`src/rtl/timer_pkg.sv`:
```
// Shared types for the microwave timer input path: BCD digit constants,
// key-detect FSM states and the four-digit MM:SS time register.
package timer_pkg;

  localparam int BCD_W = 4;
  localparam logic [BCD_W-1:0] BCD_MAX = 4'd9;

  typedef enum logic [1:0] {
    WAIT_KEY     = 2'd0,
    WAIT_RELEASE = 2'd1,
    DEBOUNCE     = 2'd2
  } key_state_t;

  // Field order matches the display, so a left shift is a plain concatenation.
  typedef struct packed {
    logic [BCD_W-1:0] min_tens;
    logic [BCD_W-1:0] min_ones;
    logic [BCD_W-1:0] sec_tens;
    logic [BCD_W-1:0] sec_ones;
  } bcd_time_t;

  function automatic logic is_bcd(input logic [BCD_W-1:0] d);
    return d <= BCD_MAX;
  endfunction

endpackage

```
`src/rtl/timer_digit_loader_if.sv`:
```
// Keypad-encoder side and countdown-load side of the digit loader.
// master = encoder/controller driving keys, slave = the loader itself.
interface timer_digit_loader_if;
  import timer_pkg::*;

  logic [BCD_W-1:0] B;
  logic             dv;
  logic             load_en;
  logic             clear;
  logic [BCD_W-1:0] min_tens;
  logic [BCD_W-1:0] min_ones;
  logic [BCD_W-1:0] sec_tens;
  logic [BCD_W-1:0] sec_ones;
  logic [2:0]       digit_count;
  logic             digit_stb;
  logic             full;

  modport master (
    output B, dv, load_en, clear,
    input  min_tens, min_ones, sec_tens, sec_ones, digit_count, digit_stb, full
  );

  modport slave (
    input  B, dv, load_en, clear,
    output min_tens, min_ones, sec_tens, sec_ones, digit_count, digit_stb, full
  );

endinterface

```
`src/rtl/timer_digit_loader_key_press_detect.sv`:
```
// Turns the encoder's level dv into a single press pulse per physical key press.
// Optional DEBOUNCE_EN macro adds a DEBOUNCE state requiring DEBOUNCE_CYCLES high edges.
module key_press_detect
  import timer_pkg::*;
#(
  parameter int DEBOUNCE_CYCLES = 4
) (
  input  logic clk,
  input  logic rst,
  input  logic dv_i,
  output logic press_o
);

  key_state_t state_q;

`ifdef DEBOUNCE_EN
  localparam int CNT_W = (DEBOUNCE_CYCLES < 1) ? 1 : $clog2(DEBOUNCE_CYCLES + 1);
  localparam logic [CNT_W-1:0] CNT_LAST = CNT_W'(DEBOUNCE_CYCLES - 1);

  logic [CNT_W-1:0] cnt_q;

  // The WAIT_KEY edge already counts as the first high sample.
  always_comb begin
    press_o = dv_i && (((state_q == WAIT_KEY) && (DEBOUNCE_CYCLES <= 1)) ||
                       ((state_q == DEBOUNCE) && (cnt_q == CNT_LAST)));
  end

  always_ff @(posedge clk) begin
    if (rst) begin
      state_q <= WAIT_RELEASE;
      cnt_q   <= '0;
    end else begin
      case (state_q)
        WAIT_KEY: begin
          cnt_q <= '0;
          if (dv_i) begin
            if (DEBOUNCE_CYCLES <= 1) begin
              state_q <= WAIT_RELEASE;
            end else begin
              state_q <= DEBOUNCE;
              cnt_q   <= CNT_W'(1);
            end
          end
        end
        DEBOUNCE: begin
          if (!dv_i) begin
            state_q <= WAIT_KEY;
            cnt_q   <= '0;
          end else if (cnt_q == CNT_LAST) begin
            state_q <= WAIT_RELEASE;
            cnt_q   <= '0;
          end else begin
            cnt_q <= cnt_q + CNT_W'(1);
          end
        end
        default: begin
          cnt_q <= '0;
          if (!dv_i) state_q <= WAIT_KEY;
        end
      endcase
    end
  end
`else
  always_comb begin
    press_o = dv_i && (state_q == WAIT_KEY);
  end

  // Reset into WAIT_RELEASE so a key held through reset is never captured.
  always_ff @(posedge clk) begin
    if (rst) begin
      state_q <= WAIT_RELEASE;
    end else begin
      case (state_q)
        WAIT_KEY:  if (dv_i)  state_q <= WAIT_RELEASE;
        default:   if (!dv_i) state_q <= WAIT_KEY;
      endcase
    end
  end
`endif

endmodule

```
`src/rtl/timer_digit_loader.sv`:
```
// Assembles keypad digits into the MM:SS cooking-time register, newest digit in sec_ones.
// Build with DEBOUNCE_EN defined to debounce dv for DEBOUNCE_CYCLES edges before a press counts.
module timer_digit_loader
  import timer_pkg::*;
#(
  parameter int MAX_DIGITS      = 4,
  parameter int DEBOUNCE_CYCLES = 4
) (
  input  logic                 clk,
  input  logic                 rst,
  timer_digit_loader_if.slave  bus
);

  localparam logic [2:0] MAX_CNT = 3'(MAX_DIGITS);

  bcd_time_t  time_q, time_d;
  logic [2:0] count_q, count_d;
  logic       full_q, full_d;
  logic       stb_q, stb_d;
  logic       press;
  logic       accept;

  key_press_detect #(
    .DEBOUNCE_CYCLES(DEBOUNCE_CYCLES)
  ) u_detect (
    .clk    (clk),
    .rst    (rst),
    .dv_i   (bus.dv),
    .press_o(press)
  );

  assign accept = press && bus.load_en && is_bcd(bus.B) &&
                  (count_q < MAX_CNT) && !bus.clear;

  // Clear wins over a simultaneous press; the detector still consumes that press.
  always_comb begin
    time_d  = time_q;
    count_d = count_q;
    full_d  = full_q;
    stb_d   = 1'b0;
    if (bus.clear) begin
      time_d  = '0;
      count_d = '0;
      full_d  = 1'b0;
    end else if (accept) begin
      time_d  = {time_q.min_ones, time_q.sec_tens, time_q.sec_ones, bus.B};
      count_d = count_q + 3'd1;
      full_d  = ((count_q + 3'd1) == MAX_CNT);
      stb_d   = 1'b1;
    end
  end

  always_ff @(posedge clk) begin
    if (rst) begin
      time_q  <= '0;
      count_q <= '0;
      full_q  <= 1'b0;
      stb_q   <= 1'b0;
    end else begin
      time_q  <= time_d;
      count_q <= count_d;
      full_q  <= full_d;
      stb_q   <= stb_d;
    end
  end

  assign bus.min_tens    = time_q.min_tens;
  assign bus.min_ones    = time_q.min_ones;
  assign bus.sec_tens    = time_q.sec_tens;
  assign bus.sec_ones    = time_q.sec_ones;
  assign bus.digit_count = count_q;
  assign bus.digit_stb   = stb_q;
  assign bus.full        = full_q;

endmodule

```
`src/flat_wrapper.sv`:
```
// flat-port wrapper written by rule: the top's interface ports become plain ports
module timer_digit_loader_flat import timer_pkg::*;
#(
  parameter int MAX_DIGITS      = 4,
  parameter int DEBOUNCE_CYCLES = 4
)
  (clk, rst, bus_B, bus_dv, bus_load_en, bus_clear, bus_min_tens, bus_min_ones, bus_sec_tens, bus_sec_ones, bus_digit_count, bus_digit_stb, bus_full);
  timer_digit_loader_if bus_i ();
  input  logic clk;
  input  logic rst;
  input wire logic [$bits(bus_i.B)-1:0] bus_B;
  input wire logic [$bits(bus_i.dv)-1:0] bus_dv;
  input wire logic [$bits(bus_i.load_en)-1:0] bus_load_en;
  input wire logic [$bits(bus_i.clear)-1:0] bus_clear;
  output wire logic [$bits(bus_i.min_tens)-1:0] bus_min_tens;
  output wire logic [$bits(bus_i.min_ones)-1:0] bus_min_ones;
  output wire logic [$bits(bus_i.sec_tens)-1:0] bus_sec_tens;
  output wire logic [$bits(bus_i.sec_ones)-1:0] bus_sec_ones;
  output wire logic [$bits(bus_i.digit_count)-1:0] bus_digit_count;
  output wire logic [$bits(bus_i.digit_stb)-1:0] bus_digit_stb;
  output wire logic [$bits(bus_i.full)-1:0] bus_full;
  assign bus_i.B = bus_B;
  assign bus_i.dv = bus_dv;
  assign bus_i.load_en = bus_load_en;
  assign bus_i.clear = bus_clear;
  assign bus_min_tens = bus_i.min_tens;
  assign bus_min_ones = bus_i.min_ones;
  assign bus_sec_tens = bus_i.sec_tens;
  assign bus_sec_ones = bus_i.sec_ones;
  assign bus_digit_count = bus_i.digit_count;
  assign bus_digit_stb = bus_i.digit_stb;
  assign bus_full = bus_i.full;
  timer_digit_loader #(.MAX_DIGITS(MAX_DIGITS), .DEBOUNCE_CYCLES(DEBOUNCE_CYCLES)) u_core (.clk(clk), .rst(rst), .bus(bus_i));
endmodule
```
`config.mk`:
```
export PLATFORM = sky130hd
export DESIGN_NAME = timer_digit_loader_flat
export DESIGN_NICKNAME = d
export VERILOG_FILES = /design/src/rtl/timer_pkg.sv /design/src/rtl/timer_digit_loader_if.sv /design/src/rtl/timer_digit_loader_key_press_detect.sv /design/src/rtl/timer_digit_loader.sv /design/src/flat_wrapper.sv
export SDC_FILE = /design/constraint.sdc
export NUM_CORES = 1
export LEC_CHECK = 0
export CAP_MARGIN = 20
export CORE_MARGIN = 4
export CORE_UTILIZATION = 25
export DETAILED_ROUTE_END_ITERATION = 6
export GPL_TIMING_DRIVEN = 0
export PLACE_DENSITY = 0.59
export SETUP_SLACK_MARGIN = 0.05
export SYNTH_ARGS = -nofsm -noshare
export SYNTH_HDL_FRONTEND = slang
export SYNTH_SLANG_ARGS = --single-unit
```
`constraint.sdc`:
```
create_clock -name clk -period 1.5 [get_ports clk]
set_clock_uncertainty 0.2 [all_clocks]
set_input_delay 0.3 -clock clk [delete_from_list [all_inputs] [get_ports clk]]
set_output_delay 0.3 -clock clk [all_outputs]
set_load 0.02 [all_outputs]
```
==> impl_metrics.env <==
export IMPL_cts_tree="built"
export IMPL_core_area_um2=3420
export IMPL_dp_slack_ns=-0.518
export IMPL_setup_violations=10
export IMPL_worstPathArrival_ns=1.60
export IMPL_synth_mux_area_frac=0.0669
export IMPL_p_leak_nw=0.580
export IMPL_maxSlewHeadroom=0.733
export IMPL_yosys_area_share_simple=0.177
export IMPL_wirelength_um=2550
export IMPL_yosysTopAreaCellShare=0.490
export IMPL_cp_max_fo=8
export IMPL_die_area_um2=4620
export IMPL_clock_sinks=22
export IMPL_htree_levels=1
export IMPL_hold_worst_slack_ns=0.0807
export IMPL_rows=21
export IMPL_synth_xor_area_frac=0.00975
export IMPL_p_clk_frac=0.361
export IMPL_synth_edf_count=0
export IMPL_yosysMostFrequentCell="dfxtp_1"
export IMPL_initial_core_util=0.263
export IMPL_start_kind="input port"
export IMPL_violations="negative setup slack"
export IMPL_post_route_util=0.404
export IMPL_drt_pass1_iter_count=4
export IMPL_grt_pass1_wl_um=4010
export IMPL_die_w_um=67.9
export IMPL_place_inst=166
export IMPL_worstMarginPinSlew_ns=0.400
export IMPL_post_route_period_util=1.03
export IMPL_drv_cap=0
export IMPL_numCtsBuffers=3
export IMPL_crit_path_cell_trace="clkdlybuf4s50_1 -> o21a_4 -> or3_4 -> a21boi_2"
export IMPL_yosys_warnings=0
export IMPL_fmax_ghz=0.648
export IMPL_synth_cell_area_um2=898
export IMPL_gp_congestion=0.781
export IMPL_drt_iter0_drc=51
export IMPL_synth_area_per_cell_um2=9.87
export IMPL_p_sw_uw=317
export IMPL_syn_nets=103
export IMPL_dp_hpwl_um=1660
export IMPL_fillers=359
export IMPL_clk_path_buf_depth=2
export IMPL_synth_seq_cells=22
export IMPL_dieHeight_um=67.9
export IMPL_cp_num_buf_inv=1
export IMPL_root_buffer="clkbuf_4"
export IMPL_slew_violations=0
export IMPL_cpPeakStageDelay_ns=0.53
export IMPL_via_per_inst=4.69
export IMPL_switching_share=0.244
export IMPL_p_int_uw=984
export IMPL_fin_cells=180
export IMPL_wl_per_cell_um=14.2
export IMPL_pwr_density_cell_nw_per_um2=944
export IMPL_syn_inst=91
export IMPL_final_nets=147
export IMPL_clk_pin_slew_worst_paths_ns=0.13
export IMPL_ys_types=27
export IMPL_grt_max_degree=14
export IMPL_cp_data_required_time_ns=1.56
export IMPL_pwr_share_comb=0.170
export IMPL_synth_area_leaders="dfxtp_1 (49%), mux2i_1 (6.7%), o21ai_0 (6.7%)"
export IMPL_yosysTopAreaCell="dfxtp_1"
export IMPL_antenna_found_initial=0
export IMPL_grt_pass1_vias=898
export IMPL_final_antenna_net_count=0
export IMPL_worstSetupEndpointType="flop"
export IMPL_async_flop_share=0
export IMPL_ys_seq_area_frac=0.490
export IMPL_synth_compound_area_frac=0.178
export IMPL_power_frac_seq=0.469
export IMPL_io_buffers=29
export IMPL_antennaDiodeCount=0
export IMPL_grtUsageTotal=0.114
export IMPL_synth_main_ff_cell="dfxtp_1"
export IMPL_crit_family="buffers and inverters"
export IMPL_status="complete, but fails checks"
export IMPL_setup_tns_ns=-0.194
export IMPL_ys_top_cells_by_count="dfxtp_1 (22), nand2_1 (12), o21ai_0 (12)"
export IMPL_synth_fa_ha_area_frac=0.0418
export IMPL_irDropWorstVdd_mv=0.347
export IMPL_crit_type="in2reg"
export IMPL_drive_gt1_frac=0.470
export IMPL_synth_top_family_by_area="compound AO/OA/AOI/OAI gates"
export IMPL_vias=845
export IMPL_layout_setup_ws_ns=-0.0428
export IMPL_rsz0062_at_grt="true"
export IMPL_fin_crit_ns=1.54
export IMPL_hold_class="in2reg"
export IMPL_clk_latency_ns=0.32
export IMPL_drc=0
export IMPL_gr_total_overflow=0
export IMPL_area_growth_pct=53.5
export IMPL_hold_violations=0
export IMPL_ioPinCount=30
export IMPL_crit_slowest_cell="clkdlybuf4s50_1"
[cell families (layout without fill, tap and decap cells)]
family	after synthesis	count (layout)
AND/OR/NAND/NOR	27	27
AO/OA/AOI/OAI	26	26
XOR/XNOR	1	1
buffers and inverters	6	49
flip-flops	22	22
multiplexers	6	6
adder cells (fa/ha/maj)	3	3
[cells in the final DEF (no fill, tap or decap), types with 2 or more instances in the layout]
cell type	netlist	routed
dlymetal6s2s_1	0	2
o21ai_1	1	6
dfxtp_1	22	14
buf_6	1	5
nor2_4	0	2
a211oi_2	0	2
nor3_1	4	3
buf_4	0	8
mux2i_1	6	6
nand4_1	5	5
o21ai_0	12	6
dfxtp_2	0	8
clkbuf_2	0	2
o211ai_1	4	4
ha_1	3	2
nand2_1	12	11
clkdlybuf4s50_1	0	3
buf_2	2	19
clkbuf_4	0	3
dlygate4sd2_1	0	3
[power by group through the flow]
stage	registers, mW	clock network (mW)	logic (mW)
CTS	0.611	0.467	0.207
global placement	0.620	0	0.144
detailed placement	0.621	0	0.147
floorplan	0.621	0	0.0932
global route	0.613	0.503	0.241
finish	0.611	0.470	0.221
[state kept, by name (all words and copies together), names as in the netlist]
register / cells
u_core.bus.sec_tens: 4
u_core.bus.digit_stb: 1
u_core.bus.min_ones: 4
u_core.bus.digit_count: 3
u_core.bus.sec_ones: 4
u_core.bus.min_tens: 4
u_core.u_detect.state_q: 1
u_core.bus.full: 1
[stage by stage]
step	power [mW]	instance area, µm²
finish	1.30	1380
global route	1.36	1380
CTS	1.28	1420
detailed placement	0.767	1260
global placement	0.764	1260
floorplan	0.714	908
[per-layer routing]
layer  wire length, µm  global-route usage  vias up
met1              1140               0.140      388
met4                31              0.0521        0
met3               186              0.0328        7
met2              1190               0.182       28
li1                  -                   -      422
met5                 0                   0        -
[path summary, 6_finish.rpt]
path | startpoint | to | slack, ns | cells past startpoint
setup reg to reg | u_core.u_detect.state_q[0] | u_core.bus.min_ones[3] | -0.02 | 7
hold reg to reg | u_core.bus.min_ones[3] | u_core.bus.min_tens[3] | 0.29 | 2
setup / recovery | bus_B[2] | u_core.bus.digit_count[0] | -0.04 | 4
hold / removal | rst | u_core.bus.digit_stb | 0.08 | 2
[final cells by class]
type	count	area, µm²	area share
buffer	4	35.0	0.0254
clock buffer	3	22.5	0.0163
clock inverter	1	30.0	0.0218
inverter	2	7.51	0.00544
multi-input combinational	63	497	0.360
sequential	22	450	0.327
tap	46	57.6	0.0417
timing repair buffer	39	279	0.202
[what timing repair did]
| action | in CTS | in global routing |
|---|---|---|
| hold buffers | 0 | 0 |
| buffers inserted | 7 | 2 |
| pin swaps | 8 | 8 |
| resized for setup | 92 | 31 |
| endpoints found under the setup margin | 42 | 38 |
| cloned | 1 | 0 |
No activity file was read; power rests on OpenSTA's default activity.
